## src/rtl/trap_sequencer_pkg.sv

```systemverilog
// Shared types, CSR addresses and mstatus helpers for the trap sequencer.
package trap_sequencer_pkg;

  localparam int XLEN = 32;

  localparam logic [11:0] CSR_MSTATUS = 12'h300;
  localparam logic [11:0] CSR_MEPC    = 12'h341;
  localparam logic [11:0] CSR_MCAUSE  = 12'h342;
  localparam logic [11:0] CSR_MTVAL   = 12'h343;

  localparam logic [XLEN-1:0] M_TIMER_INT = 32'h8000_0007;

  localparam int MSTATUS_MIE_BIT  = 3;
  localparam int MSTATUS_MPIE_BIT = 7;
  localparam int MSTATUS_MPP_LSB  = 11;

  localparam logic [1:0] MTVEC_MODE_VECTORED = 2'b01;

  typedef enum logic [2:0] {
    IDLE,
    SAVE_EPC,
    SAVE_CAUSE,
    SAVE_TVAL,
    SET_STATUS,
    RESTORE_STATUS,
    REDIRECT
  } trap_state_t;

  // Trap entry: stash MIE in MPIE, mask interrupts, record machine mode as MPP.
  function automatic logic [XLEN-1:0] mstatus_trap_entry(input logic [XLEN-1:0] m);
    logic [XLEN-1:0] r;
    r = m;
    r[MSTATUS_MPIE_BIT] = m[MSTATUS_MIE_BIT];
    r[MSTATUS_MIE_BIT] = 1'b0;
    r[MSTATUS_MPP_LSB +: 2] = 2'b11;
    return r;
  endfunction

  // MRET: restore MIE from MPIE, set MPIE, keep MPP at machine mode.
  function automatic logic [XLEN-1:0] mstatus_mret(input logic [XLEN-1:0] m);
    logic [XLEN-1:0] r;
    r = m;
    r[MSTATUS_MIE_BIT] = m[MSTATUS_MPIE_BIT];
    r[MSTATUS_MPIE_BIT] = 1'b1;
    r[MSTATUS_MPP_LSB +: 2] = 2'b11;
    return r;
  endfunction

endpackage

```

## src/rtl/trap_sequencer_if.sv

```systemverilog
// CSR-unit side of the trap sequencer: the shared CSR write port plus the
// CSR values and interrupt status the sequencer reads back.
interface trap_sequencer_if;
  import trap_sequencer_pkg::*;

  logic            csr_we_o;
  logic [11:0]     csr_addr_o;
  logic [XLEN-1:0] csr_wdata_o;
  logic [XLEN-1:0] mstatus_i;
  logic [XLEN-1:0] mtvec_i;
  logic [XLEN-1:0] mepc_i;
  logic            irq_pending_i;

  modport master (
    output csr_we_o, csr_addr_o, csr_wdata_o,
    input  mstatus_i, mtvec_i, mepc_i, irq_pending_i
  );

  modport slave (
    input  csr_we_o, csr_addr_o, csr_wdata_o,
    output mstatus_i, mtvec_i, mepc_i, irq_pending_i
  );

endinterface

```

## src/rtl/trap_sequencer.sv

```systemverilog
// Sequences machine-mode trap entry and MRET return through the single CSR
// write port, one CSR write per cycle, ending with a one-cycle PC redirect.
module trap_sequencer
  import trap_sequencer_pkg::*;
#(
  parameter bit VECTORED_EN = 1'b1,
  parameter bit MTVAL_EN    = 1'b1
) (
  input  logic              clk,
  input  logic              rst_n,
  input  logic              exc_req_i,
  input  logic [XLEN-1:0]   exc_cause_i,
  input  logic [XLEN-1:0]   exc_tval_i,
  input  logic [XLEN-1:0]   pc_i,
  input  logic              boundary_i,
  input  logic              mret_i,
  trap_sequencer_if.master  csr,
  output logic              stall_o,
  output logic              redirect_o,
  output logic [XLEN-1:0]   redirect_pc_o
);

  trap_state_t     r_state;
  trap_state_t     w_next;
  logic [XLEN-1:0] r_epc;
  logic [XLEN-1:0] r_cause;
  logic [XLEN-1:0] r_tval;
  logic            r_isIrq;
  logic            r_isMret;

  logic            w_takeExc;
  logic            w_takeIrq;
  logic            w_takeMret;
  logic            w_accept;
  logic [XLEN-1:0] w_base;
  logic [XLEN-1:0] w_vecOff;
  logic            w_unused;

  // The low PC bits never reach MEPC, which is always word aligned.
  assign w_unused = ^pc_i[1:0];

  assign w_base   = {csr.mtvec_i[XLEN-1:2], 2'b00};
  assign w_vecOff = {{(XLEN-7){1'b0}}, r_cause[4:0], 2'b00};
  assign w_accept = w_takeExc | w_takeIrq | w_takeMret;
  assign stall_o  = w_accept | (r_state != IDLE);

  // Next-state and output decode; requests are only looked at in IDLE and
  // are gated by rst_n so every output is zero while reset is held.
  always_comb begin
    w_next          = r_state;
    w_takeExc       = 1'b0;
    w_takeIrq       = 1'b0;
    w_takeMret      = 1'b0;
    csr.csr_we_o    = 1'b0;
    csr.csr_addr_o  = 12'h000;
    csr.csr_wdata_o = '0;
    redirect_o      = 1'b0;
    redirect_pc_o   = '0;
    case (r_state)
      IDLE: begin
        if (rst_n) begin
          if (exc_req_i) begin
            w_takeExc = 1'b1;
            w_next    = SAVE_EPC;
          end else if (csr.irq_pending_i && boundary_i && csr.mstatus_i[MSTATUS_MIE_BIT]) begin
            w_takeIrq = 1'b1;
            w_next    = SAVE_EPC;
          end else if (mret_i) begin
            w_takeMret = 1'b1;
            w_next     = RESTORE_STATUS;
          end
        end
      end
      SAVE_EPC: begin
        csr.csr_we_o    = 1'b1;
        csr.csr_addr_o  = CSR_MEPC;
        csr.csr_wdata_o = {r_epc[XLEN-1:2], 2'b00};
        w_next          = SAVE_CAUSE;
      end
      SAVE_CAUSE: begin
        csr.csr_we_o    = 1'b1;
        csr.csr_addr_o  = CSR_MCAUSE;
        csr.csr_wdata_o = r_cause;
        w_next          = MTVAL_EN ? SAVE_TVAL : SET_STATUS;
      end
      SAVE_TVAL: begin
        csr.csr_we_o    = 1'b1;
        csr.csr_addr_o  = CSR_MTVAL;
        csr.csr_wdata_o = r_tval;
        w_next          = SET_STATUS;
      end
      SET_STATUS: begin
        csr.csr_we_o    = 1'b1;
        csr.csr_addr_o  = CSR_MSTATUS;
        csr.csr_wdata_o = mstatus_trap_entry(csr.mstatus_i);
        w_next          = REDIRECT;
      end
      RESTORE_STATUS: begin
        csr.csr_we_o    = 1'b1;
        csr.csr_addr_o  = CSR_MSTATUS;
        csr.csr_wdata_o = mstatus_mret(csr.mstatus_i);
        w_next          = REDIRECT;
      end
      REDIRECT: begin
        redirect_o = 1'b1;
        if (r_isMret) begin
          redirect_pc_o = csr.mepc_i;
        end else if (VECTORED_EN && r_isIrq && (csr.mtvec_i[1:0] == MTVEC_MODE_VECTORED)) begin
          redirect_pc_o = w_base + w_vecOff;
        end else begin
          redirect_pc_o = w_base;
        end
        w_next = IDLE;
      end
      default: begin
        w_next = IDLE;
      end
    endcase
  end

  // State register plus the trap context captured in the accept cycle.
  always_ff @(posedge clk or negedge rst_n) begin
    if (!rst_n) begin
      r_state  <= IDLE;
      r_epc    <= '0;
      r_cause  <= '0;
      r_tval   <= '0;
      r_isIrq  <= 1'b0;
      r_isMret <= 1'b0;
    end else begin
      r_state <= w_next;
      if (w_takeExc) begin
        r_epc   <= pc_i;
        r_cause <= exc_cause_i;
        r_tval  <= exc_tval_i;
      end else if (w_takeIrq) begin
        r_epc   <= pc_i;
        r_cause <= M_TIMER_INT;
        r_tval  <= '0;
      end
      if (w_accept) begin
        r_isIrq  <= w_takeIrq;
        r_isMret <= w_takeMret;
      end
    end
  end

  // The controller must hold off new requests while the pipeline is frozen.
  a_noReqWhileBusy: assert property (@(posedge clk) disable iff (!rst_n)
    ((r_state != IDLE) && stall_o) |-> !(exc_req_i || mret_i));

endmodule

```

## src/flat_wrapper.sv

```systemverilog
// flat-port wrapper written by rule: the top's interface ports become plain ports
module trap_sequencer_flat import trap_sequencer_pkg::*;
#(
  parameter bit VECTORED_EN = 1'b1,
  parameter bit MTVAL_EN    = 1'b1
)
  (clk, rst_n, exc_req_i, exc_cause_i, exc_tval_i, pc_i, boundary_i, mret_i, stall_o, redirect_o, redirect_pc_o, csr_csr_we_o, csr_csr_addr_o, csr_csr_wdata_o, csr_mstatus_i, csr_mtvec_i, csr_mepc_i, csr_irq_pending_i);
  trap_sequencer_if csr_i ();
  input  logic clk;
  input  logic rst_n;
  input  logic exc_req_i;
  input  logic [XLEN-1:0] exc_cause_i;
  input  logic [XLEN-1:0] exc_tval_i;
  input  logic [XLEN-1:0] pc_i;
  input  logic boundary_i;
  input  logic mret_i;
  output logic stall_o;
  output logic redirect_o;
  output logic [XLEN-1:0] redirect_pc_o;
  output wire logic [$bits(csr_i.csr_we_o)-1:0] csr_csr_we_o;
  output wire logic [$bits(csr_i.csr_addr_o)-1:0] csr_csr_addr_o;
  output wire logic [$bits(csr_i.csr_wdata_o)-1:0] csr_csr_wdata_o;
  input wire logic [$bits(csr_i.mstatus_i)-1:0] csr_mstatus_i;
  input wire logic [$bits(csr_i.mtvec_i)-1:0] csr_mtvec_i;
  input wire logic [$bits(csr_i.mepc_i)-1:0] csr_mepc_i;
  input wire logic [$bits(csr_i.irq_pending_i)-1:0] csr_irq_pending_i;
  assign csr_csr_we_o = csr_i.csr_we_o;
  assign csr_csr_addr_o = csr_i.csr_addr_o;
  assign csr_csr_wdata_o = csr_i.csr_wdata_o;
  assign csr_i.mstatus_i = csr_mstatus_i;
  assign csr_i.mtvec_i = csr_mtvec_i;
  assign csr_i.mepc_i = csr_mepc_i;
  assign csr_i.irq_pending_i = csr_irq_pending_i;
  trap_sequencer #(.VECTORED_EN(VECTORED_EN), .MTVAL_EN(MTVAL_EN)) u_core (.clk(clk), .rst_n(rst_n), .exc_req_i(exc_req_i), .exc_cause_i(exc_cause_i), .exc_tval_i(exc_tval_i), .pc_i(pc_i), .boundary_i(boundary_i), .mret_i(mret_i), .csr(csr_i), .stall_o(stall_o), .redirect_o(redirect_o), .redirect_pc_o(redirect_pc_o));
endmodule
```

## config.mk

```make
export PLATFORM = sky130hd
export DESIGN_NAME = trap_sequencer_flat
export DESIGN_NICKNAME = d
export VERILOG_FILES = /design/src/rtl/trap_sequencer_pkg.sv /design/src/rtl/trap_sequencer_if.sv /design/src/rtl/trap_sequencer.sv /design/src/flat_wrapper.sv
export SDC_FILE = /design/constraint.sdc
export NUM_CORES = 1
export LEC_CHECK = 0
export CORE_MARGIN = 2
export CORE_UTILIZATION = 42
export DETAILED_ROUTE_END_ITERATION = 6
export PLACE_DENSITY = 0.78
export REMOVE_ABC_BUFFERS = 1
export SYNTH_ARGS = -nofsm -noshare
export SYNTH_HDL_FRONTEND = slang
export SYNTH_SLANG_ARGS = --single-unit
```

## constraint.sdc

```tcl
create_clock -name clk -period 4.28 [get_ports clk]
set_input_delay 1.07 -clock clk [delete_from_list [all_inputs] [get_ports clk]]
set_output_delay 1.07 -clock clk [all_outputs]
set_load 0.03 [all_outputs]
```

# ---- After elaboration in Yosys (flattened, before gate mapping)
# Cells that the tools add are included.
dict set report totals {
  regBits 101
  input_bits 198
  output_inout_bits 79
}
dict set report classes {
  add_sub_neg 1
  eq_ne 9
  mux 30
  bitwise_logic 3
  n_reduce_logical 9
}
# op count
set ops {}
lappend ops {{$mux W32} 9}
lappend ops {{$pmux W32 S5} 1}
lappend ops {{$pmux W10 S4} 1}
lappend ops {{$add A32 B7 Y32} 1}
lappend ops {{$pmux W3 S5} 1}
lappend ops {{$mux W1} 14}
lappend ops {{$mux W3} 4}
lappend ops {{$eq A3 B3 Y1 const B} 3}
lappend ops {{$eq A3 B2 Y1 const B} 2}
lappend ops {{$reduce_or A5 Y1} 1}
lappend ops {{$ne A4 B3 Y1 const B} 1}
lappend ops {{$eq A3 B1 Y1 const B} 1}
lappend ops {{$logic_and A1 B1 Y1} 3}
lappend ops {{$logic_not A3 Y1} 1}
lappend ops {{$or A1 B1 Y1} 3}
lappend ops {{$reduce_bool A3 Y1} 1}
lappend ops {{$eq A2 B1 Y1 const B} 1}
lappend ops {{$ne A2 B2 Y1 const B} 1}
lappend ops {{$reduce_and A2 Y1} 1}
lappend ops {{$reduce_bool A2 Y1} 1}
lappend ops {{$reduce_or A2 Y1} 1}

# ---- Longest topological paths before layout
dict set report depth {
  word_depth 9
  ltp_mapped 9
  ltp_nobuf 8
}

# ---- Least setup slack after synthesis
# OpenSTA, ideal clock, no wires.
dict set report synth_path {
  path_kind {input -> output}
  start {input port csr_mtvec_i[2]}
  end {output port redirect_pc_o[24]}
  t_arrival_ns 3.557
  slack_ns -0.347
  stages 8
  path_buffers 0
  path_cell_list {ha_1 inv_1 fa_1 and2b_1 o2111ai_1 a2111oi_0 xnor2_1 a211oi_1}
}
dict set report synth_between {
  elab_chain_len 4
}
# item line_no
set synth_rtl {}
lappend synth_rtl {{from (decl)} flat_wrapper.sv:24} ;# input wire logic [$bits(csr_i.mtvec_i)-1:0] csr_mtvec_i;
lappend synth_rtl {{$add A32 B7 Y32} trap_sequencer.sv:109} ;# redirect_pc_o = w_base + w_vecOff;
lappend synth_rtl {{$mux W32} trap_sequencer.sv:108} ;# end else if (VECTORED_EN && r_isIrq && (csr.mtvec_i[1:0] == MTVEC_MODE_VECTORED)) begin
lappend synth_rtl {{$mux W32} trap_sequencer.sv:106} ;# if (r_isMret) begin
lappend synth_rtl {{$mux W32} trap_sequencer.sv:59} ;# case (r_state)
lappend synth_rtl {{to (decl)} flat_wrapper.sv:19} ;# output logic [XLEN-1:0] redirect_pc_o;
# Every way passes these cells.

# ---- Final worst setup path
dict set report layout_path {
  start {input port csr_mtvec_i[17]}
  end {output port redirect_pc_o[26]}
}
# The elaborated chain is that of the path after synthesis.

==> results <==
- By area the synthesized netlist is led by dfrtp_1 (41%), a22o_1 (8.7%), nand2_1 (7.8%).
- The source of the worst hold timing path is u_core.r_epc[18].
- The worst setup path is of the input port to output pin kind.
- By count the netlist is led by nand2_1 (125), dfrtp_1 (99), a22o_1 (60).
- For the worst setup path, the data required time is 3.21 ns.
- The class of the tightest hold or removal check is register to register.
- For the finished layout, the period the worst path requires is about 4.3 ns.
- The H-tree level count is 3.
- In the final layout, the share of cells above drive strength 1 is 0.1761.
- Routability-driven placement finished with a final weighted congestion of roughly 0.83.
- A synthesized cell averages a little under 9 sq um.
- For this run, the register share of the synthesized area comes to 0.4100.
- The total power per unit cell area is 675.0 mW/mm^2.
- The number of warnings issued by yosys is 0.
- The most common cell in the netlist is nand2_1.
- The share of synthesized registers carrying an async set or reset is 1.000.
- The CTS clock-pin slew for the worst setup and hold paths is around 0.07 ns.
- The post-route worst setup slack is a little over 0.02 ns.
- The per-cell via count in the routed design is 5.494.
- The synthesized netlist occupies a cell area of between 0.006 and 0.007 sq mm.
- In the routed design, unresolved DRC markers number 0.
- The first detailed-routing pass ran for 5 iterations.
- Summed over all nets, the half-perimeter wirelength after detailed placement is 15250 um.
- In this run the worst path has a maximum fanout of 2.
- The clock sink total is 99.
- Synthesis instantiated 60 different standard cells from the library.
- In this run the remaining antenna-violating nets after routing total 0.
- The share of synthesized area in the top cell type comes to 0.4100.
- The largest net degree at the start of global routing is just over 90.
- The via count of the first global-routing pass was between 6000 and 7000.
- The first global-routing pass estimated between 30000 and 40000 um of wire.
- The DRC violation total after the first TritonRoute iteration is between 300 and 400.
- The synthesized instance count is between 600 and 700.
- The flow ran to the end, and the final reports show no timing, DRC or antenna violations.
- Tracing the worst setup path back leads to its startpoint at csr_mtvec_i[17].
- The count of state elements after synthesis is 99.
- In this run the critical register-to-register path is launched from u_core.r_state[0].
- Setup violations remaining at the end of the flow were counted as 0.
- In the synthesized netlist the dominant register cell turns out to be dfrtp_1.
- Clock latency on the worst-skew pair, taken at its later pin, is approximately 0.34 ns.
- The region available for standard cell placement spans around 0.014 sq mm.
- TritonCTS built the clock tree.
- For this design the top-level I/O count stands at around 280.
- After filler insertion, the fill cell instance count of the layout stands at roughly 1200.
- The final layout contains around 1200 nets.
- After detailed routing, the average wire length per cell comes to 18.25 um.
- Port buffering added around 270 buffers.
- Summed over all layers, the global routing overflow is 0.
- The detailed-route wire length is between 20000 and 25000 um.
- For this run, the total global-route usage over all layers was measured as 0.2641.
- In this run, CTS created clock tree buffers numbering 9.
- The root buffer cell is clkbuf_16.
- The maximum VDD drop is 0.4443 mV.
- Counting flops with a built-in enable in the synthesized netlist gives 0.
- The area enclosed by the die boundary is ~0.015 sq mm.
- The initial antenna violation count is 0.
- Once layout is complete, the utilization of the core stands at 0.6909.
- The initialized floorplan defines between 40 and 50 standard-cell rows.
- On the final layout, the worst clock skew is 0.007765 ns.
- For this configuration, the core starts out at a cell density of 0.4319.
- The maximum operating frequency is 234.7 MHz.
- Of the available clock period, the critical path in the final layout requires 0.9953.
- The leakage power is approximately 4.2 nW.
- Across the run, the number of max-cap violations was 0.
- The final setup TNS is 0 ns.
- Counting along the longest clock path gives a buffer depth of 2.
- Measured against its own limit, the worst slew margin works out to 0.3388.
- STA classifies the critical path endpoint as an output pin.
- The area overhead of the layout relative to synthesis is 59.95%.
- Measured along the x axis, the die boundary spans between 100 and 150 um.
- The max-slew violation total from the final report was 0.
- The final route contains around 6300 vias.
- The height of the die is approximately 120 um.
- STA classifies the critical path startpoint as an input port.
- The library cell occupying the most area in the post-synthesis netlist is dfrtp_1.
- The number of hold violations in the final report is 0.
- Timing analysis after detailed placement gives a worst setup slack of -0.7325 ns.
- For the worst setup path, the data arrival time is 3.19 ns.
- At the pin with the least slew margin, the transition time is 0.9919 ns.
[state kept, by name (all words and copies together), names as in the netlist]
register / count
u_core.r_epc: 30
u_core.r_isIrq: 1
u_core.r_state: 3
u_core.r_cause: 32
u_core.r_isMret: 1
u_core.r_tval: 32
[timing repair]
action                                  in CTS  in global routing
endpoints found under the setup margin      25                 10
buffers inserted                             4                  4
pin swaps                                   10                 11
cloned                                       0                  0
resized for setup                           35                 19
hold buffers                                 0                  0
[kinds of logic (layout without fill, tap and decap cells)]
kind of cell	Yosys count	count (layout)	share of synthesized area
AO/OA/AOI/OAI	212	212	0.2433
other	1	8	0.0006207
multiplexers	36	36	0.06378
XOR/XNOR	13	13	0.01884
adder cells (fa/ha/maj)	6	6	0.01367
flip-flops	99	99	0.4100
buffers and inverters	77	357	0.05633
AND/OR/NAND/NOR	241	241	0.1934
[report_power, final]
group          internal (mW)  leakage (nW)  switching [mW]
clock network          0.473         0.147           0.349
registers               1.41          1.23           0.367
logic                   1.80          2.80            2.13
total                   3.68          4.18            2.84
[worst max-delay path, cell delays in order]
cell,delay [ns]
clkdlybuf4s50_1,0.50
and4_4,0.23
nand4_1,0.15
buf_4,0.17
buf_4,0.13
a2111oi_4,0.25
buf_4,0.17
nor3_2,0.04
nor3_2,0.27
buf_4,0.21
[cell type report]
type | instances | area, sq um | share of cell area
diodes | 1 | 2.502 | 0.0002589
clock buffers | 11 | 242.7 | 0.02512
clock inverters | 5 | 60.06 | 0.006214
inverters | 9 | 33.78 | 0.003496
multi-input cells | 515 | 3432 | 0.3551
flip-flops and latches | 99 | 2481 | 0.2567
well taps | 180 | 225.2 | 0.02330
repair buffers | 332 | 3187 | 0.3298
[path summary, 6_finish.rpt]
kind                                     endpoint  slack [ns]  depth (start not counted)
worst max-delay path            redirect_pc_o[26]        0.02                         10
worst max register to register   u_core.r_tval[4]        1.38                          5
worst min-delay path             u_core.r_epc[18]        0.48                          2
max in group asynchronous        u_core.r_tval[2]        2.33                          3
worst min register to register   u_core.r_epc[18]        0.48                          2
min in group asynchronous       u_core.r_cause[4]        0.85                          2
[metal layers]
| layer | vias up | GRT usage | part of all wire |
|---|---|---|---|
| met4 | 0 | 0.07795 | 0.021 |
| met3 | 30 | 0.08562 | 0.099 |
| met2 | 259 | 0.4691 | 0.50 |
| met1 | 3001 | 0.3032 | 0.38 |
| met5 | - | 0 | 0 |
| li1 | 3039 | - | - |
[metrics by stage]
step                      instance area (sq um)  total power [mW]  std cells  hold WS (ns)
final                                      9664             6.523       1152        0.4753
after floorplan                            5758             3.975        623        0.4450
after global placement                     9104             5.533       1127        0.4576
after global routing                       9662             6.935       1151        0.4980
after detailed placement                   9104             5.589       1127        0.4627
after CTS                                  9569             6.520       1147        0.4788
[cell usage in the layout, fill, tap and decap left out, types with 3 or more instances in the layout]
master and instances:
buf_12 7, mux2i_1 19, dfrtp_1 96, nor3_2 4, nor4_1 6, a211oi_1 5
a22oi_1 3, clkbuf_16 9, nor3b_1 4, dlymetal6s2s_1 6, buf_4 88, o21a_1 5
o22ai_1 15, a22o_1 60, o21ai_0 31, ha_4 5, dfrtp_2 3, a21oi_1 54
nor3_1 7, inv_1 7, o22a_1 3, nand4_1 9, xnor2_1 11, and3_1 7
a211oi_2 4, a221oi_1 14, nand3_1 9, nand2b_1 16, nor2_1 27, clkdlybuf4s50_1 224
dlygate4sd2_1 3, mux2_2 16, conb_1 7, nand2_1 124, nor2b_1 7
Note: power is estimated with default switching activity, not from simulation.
